==> config.mk <==
export PLATFORM = sky130hd
export DESIGN_NAME = mul_share_arb
export DESIGN_NICKNAME = d
export VERILOG_FILES = /design/src/rtl/mul_share_arb.sv
export SDC_FILE = /design/constraint.sdc
export NUM_CORES = 1
export LEC_CHECK = 0
export CORE_ASPECT_RATIO = 1.1
export CORE_MARGIN = 2
export CORE_UTILIZATION = 49
export CTS_CLUSTER_SIZE = 14
export DETAILED_ROUTE_END_ITERATION = 10
export MAX_ROUTING_LAYER = met4
export PLACE_DENSITY = 0.78
export SYNTH_ARGS = -nofsm -noshare
export SYNTH_HDL_FRONTEND = slang
export SYNTH_SLANG_ARGS = --single-unit
==> constraint.sdc <==
create_clock -name clk -period 3.5 [get_ports clk]
set_input_delay 0.35 -clock clk [delete_from_list [all_inputs] [get_ports clk]]
set_output_delay 0.35 -clock clk [all_outputs]
set_load 0.005 [all_outputs]
==> src/rtl/mul_share_arb.sv <==
// Two-requester round-robin front end for a shared combinational multiplier.
// A request is granted in IDLE, its operands are latched, and the product is
// registered one cycle later together with the owner's ID and a valid pulse.

// Combinational unsigned N x N multiplier producing the full 2N-bit product.
module mul #(
  parameter int N = 4
) (
  output logic [2*N-1:0] Y,
  input  logic [N-1:0]   A,
  input  logic [N-1:0]   B
);

  assign Y = {{N{1'b0}}, A} * {{N{1'b0}}, B};

endmodule

// state | meaning
// ------+-----------------------------------------------------------
// IDLE  | waiting; samples req0/req1 and grants one at each edge
// MUL   | operands latched; product written to y at the next edge
module mul_share_arb #(
  parameter int N  = 4,
  parameter int CW = 8
) (
  input  logic            clk,
  input  logic            reset,
  input  logic            req0,
  input  logic [N-1:0]    a0,
  input  logic [N-1:0]    b0,
  input  logic            req1,
  input  logic [N-1:0]    a1,
  input  logic [N-1:0]    b1,
  output logic            gnt0,
  output logic            gnt1,
  output logic [2*N-1:0]  y,
  output logic            y_valid,
  output logic            y_id,
  output logic            busy,
  output logic [CW-1:0]   op_count
);

  typedef enum logic {
    IDLE = 1'b0,
    MUL  = 1'b1
  } state_t;

  state_t         state;
  logic           last;
  logic [N-1:0]   op_a;
  logic [N-1:0]   op_b;
  logic [2*N-1:0] prod;
  logic           grant_any;
  logic           grant_id;

  mul #(.N(N)) u_mul (
    .Y (prod),
    .A (op_a),
    .B (op_b)
  );

  // Round-robin pick: a lone requester wins; on contention the one that was
  // not granted last time wins. last also tags the operation being multiplied.
  always_comb begin
    grant_any = req0 | req1;
    grant_id  = req1 & (~req0 | ~last);
  end

  // Sequencing FSM with all outputs registered.
  always_ff @(posedge clk or posedge reset) begin
    if (reset) begin
      state    <= IDLE;
      last     <= 1'b1;
      op_a     <= '0;
      op_b     <= '0;
      gnt0     <= 1'b0;
      gnt1     <= 1'b0;
      y        <= '0;
      y_valid  <= 1'b0;
      y_id     <= 1'b0;
      busy     <= 1'b0;
      op_count <= '0;
    end else begin
      case (state)
        IDLE: begin
          y_valid <= 1'b0;
          if (grant_any) begin
            op_a  <= grant_id ? a1 : a0;
            op_b  <= grant_id ? b1 : b0;
            gnt0  <= ~grant_id;
            gnt1  <= grant_id;
            last  <= grant_id;
            busy  <= 1'b1;
            state <= MUL;
          end else begin
            gnt0 <= 1'b0;
            gnt1 <= 1'b0;
            busy <= 1'b0;
          end
        end
        MUL: begin
          y        <= prod;
          y_id     <= last;
          y_valid  <= 1'b1;
          op_count <= op_count + CW'(1);
          gnt0     <= 1'b0;
          gnt1     <= 1'b0;
          busy     <= 1'b0;
          state    <= IDLE;
        end
        default: begin
          gnt0    <= 1'b0;
          gnt1    <= 1'b0;
          y_valid <= 1'b0;
          busy    <= 1'b0;
          state   <= IDLE;
        end
      endcase
    end
  end

endmodule

==> results_dict.tcl <==
set metrics [dict create \
    outcome "finished, final reports clean" \
    synth.distinct_cells 37 \
    clock_sinks 30 \
    reg2reg_depth 8 \
    place_area_sq_um 2080 \
    synth_area_leaders "dfrtp_1, ha_1, and2_1, fa_1, mux2i_1" \
    slowest_stage "fa_1" \
    cp-endpoint "y[7]" \
    dp_slack_ns 0.683 \
    critPathKind "reg -> reg" \
    cap_violations 0 \
    die_x_um 59.6 \
    synthTopCellsByCount "dfrtp_1, nand2_1, and2_1, ha_1, inv_1" \
    rr_startpoint "op_b[3]" \
    post_cts_resized 0 \
    path_common_cell "fa_1" \
    cts_buffers 5 \
    tritoncts "done" \
    worst_slew_pin_slew_ns 1.09 \
    cts_max_level 2 \
    yosysSeqAreaShare 0.451 \
    finalHoldViolCount 0 \
    max_freq_ghz 0.353 \
    setup_viol 0 \
    wl_met3_um 169 \
    gp_congestion 0.763 \
    startpoint "op_b[3]" \
    synth_seq_cells 30 \
    cp.depth 8 \
    nNetsFinal 231 \
    dieArea_sq_um 3880 \
    syn_area_per_cell_sq_um 11.0 \
    layout_min_cycle_time_ns 2.83 \
    routed_via_density 5.50 \
    port-buffer-count 40 \
    std_cell_rows 22 \
    drive_above_1_share 0.0872 \
    detail-route-antenna-nets 0 \
    post_cts_buffers 0 \
    yosysWarnings 0 \
    routed.top_layer "met4" \
    synth_nets 188 \
    path_cells "nand2_1, fa_1, fa_1, inv_1, ha_1, a211oi_1, nor3_1, or3_1" \
    grt-ovfl-total 0 \
    hp-class "reg -> reg" \
    netlist_area_sq_um 1670 \
    drt-total-wl_mm 3.24 \
    path_buf_inv 1 \
    synth_edf_count 0 \
    power_leakage_nw 1.02 \
    multiInputGateArea_sq_um 856 \
    synthArstFlopShare 1.00 \
    path_max_fanout 5 \
    grt_usage 0.195 \
    rsz0062_at_grt "no" \
    drt_iter0_drc 41 \
    setup_ws_ns 0.668 \
    fillers 267 \
    slew_violations 0 \
    synth_top_area_frac 0.435 \
    dr_wl_met2_mm 1.72 \
    grt_pass1_wl_mm 5.56 \
    tns_ns 0 \
    via_count 1270 \
    initial_core_util 0.505 \
    clock_latency_ns 0.33 \
    grt_max_degree 31 \
    cp-end-kind "flip-flop" \
    slowest_delay_ns 0.54 \
    reg2reg_to "y[7]" \
    cts.reportedPaths.clkPinSlew_ns 0.10 \
    cp-start-kind "flip-flop" \
    vdd_drop_max_mv 0.347 \
    reg2reg_slack_ns 0.67 \
    syn-instance-count 151 \
    root_buffer "clkbuf_4" \
    synth_most_common_cell "dfrtp_1" \
    postLayoutCellArea_sq_um 2170 \
    synth_top_flop_cell "dfrtp_1" \
    hpwl_mm 2.51 \
    dr.pass1.iters 4 \
    worstPathArrival_ns 3.04 \
    cp.required_ns 3.70 \
    hold_ws_ns 0.484 \
    seqCellArea_sq_um 752 \
    fin_crit_sh 0.809 \
    yosysTopAreaCell "dfrtp_1" \
    coreArea_sq_um 3300 \
    die_y_um 65.2 \
    route.detailed.drc 0 \
    powerDensity_nw_per_um2 638 \
    skew_ns 0.0103 \
    area_delta_synth_final_pct 30.1 \
    wl_met1_mm 1.31 \
    wl_per_cell_um 14.0 \
    cts_hold_buf 0 \
    max_slew_margin 0.271 \
    clock_path_buffers 2 \
    ios 41 \
    diodes 0 \
    critical-path-top-delay-family "adder cells" \
    grt_pass1_vias 1296 \
    grt_antenna_before_repair 0 \
]
==> worst min path at each step <==
stage                            from          end  slack [ns]  depth (start not counted)
after global routing      op_count[6]  op_count[6]        0.53                          1
after CTS                 op_count[7]  op_count[7]        0.50                          1
after global placement    op_count[7]  op_count[7]        0.46                          1
after detailed placement  op_count[7]  op_count[7]        0.48                          1
after floorplan                  req0         last        0.42                          1
final                     op_count[7]  op_count[7]        0.48                          1
==> metrics by stage <==
stage,util,power [W],instances
3_3_place_gp,0.631,0.00108,223
5_1_grt,0.656,0.00149,231
2_1_floorplan,-,0.000845,151
4_1_cts,0.656,0.00140,231
6_report,0.656,0.00138,231
3_5_place_dp,0.631,0.00111,223
==> layer usage <==
layer	vias to the layer above	GRT usage
met5	-	-
met4	0	0.0583
met3	5	0.0591
met2	37	0.341
met1	610	0.212
li1	618	-
==> cells in the final DEF, fill, tap and decap left out, types with 2 or more instances in the layout <==
cell,instances
clkbuf_4,5
a22oi_1,2
o21ai_0,7
ha_1,13
nand2_1,15
a221o_1,2
and2_1,13
inv_1,8
mux2_2,5
a21oi_1,3
dfrtp_1,29
xnor2_1,4
nor2b_1,2
nand4_1,2
fa_1,4
nor3_1,2
xor2_1,4
nand3_1,7
nor2_1,4
mux2i_1,6
clkdlybuf4s50_1,40
==> registers in the layout (all words and copies together), names as in the netlist <==
signal,count
gnt0,1
gnt1,1
last,1
op_a,4
op_b,4
op_count,8
state,1
y,8
y_id,1
y_valid,1
==> power breakdown <==
part	leakage, nW	internal (W)	total (W)	switching [W]
Sequential	0.372	0.000455	0.000561	0.000106
Clock	0.0455	0.000170	0.000288	0.000118
Combinational	0.602	0.000319	0.000534	0.000214
Total	1.02	0.000945	0.00138	0.000438
==> cells by family (layout without fill, tap and decap cells) <==
family | Yosys count | after routing | synth area share
adder cells (fa/ha/maj) | 17 | 17 | 0.146
AND/OR/NAND/NOR | 48 | 48 | 0.147
XOR/XNOR | 8 | 8 | 0.0420
multiplexers | 11 | 11 | 0.0698
flip-flops | 30 | 30 | 0.451
AO/OA/AOI/OAI | 25 | 25 | 0.109
buffers and inverters | 12 | 56 | 0.0353
==> layout make-up <==
class	instances	share of cell area
multi-input cells	109	0.395
flip-flops and latches	30	0.347
repair buffers	40	0.185
clock buffers	7	0.0254
well taps	36	0.0208
clock inverters	1	0.0138
inverters	8	0.0138
Note: power is estimated with default switching activity, not from simulation.
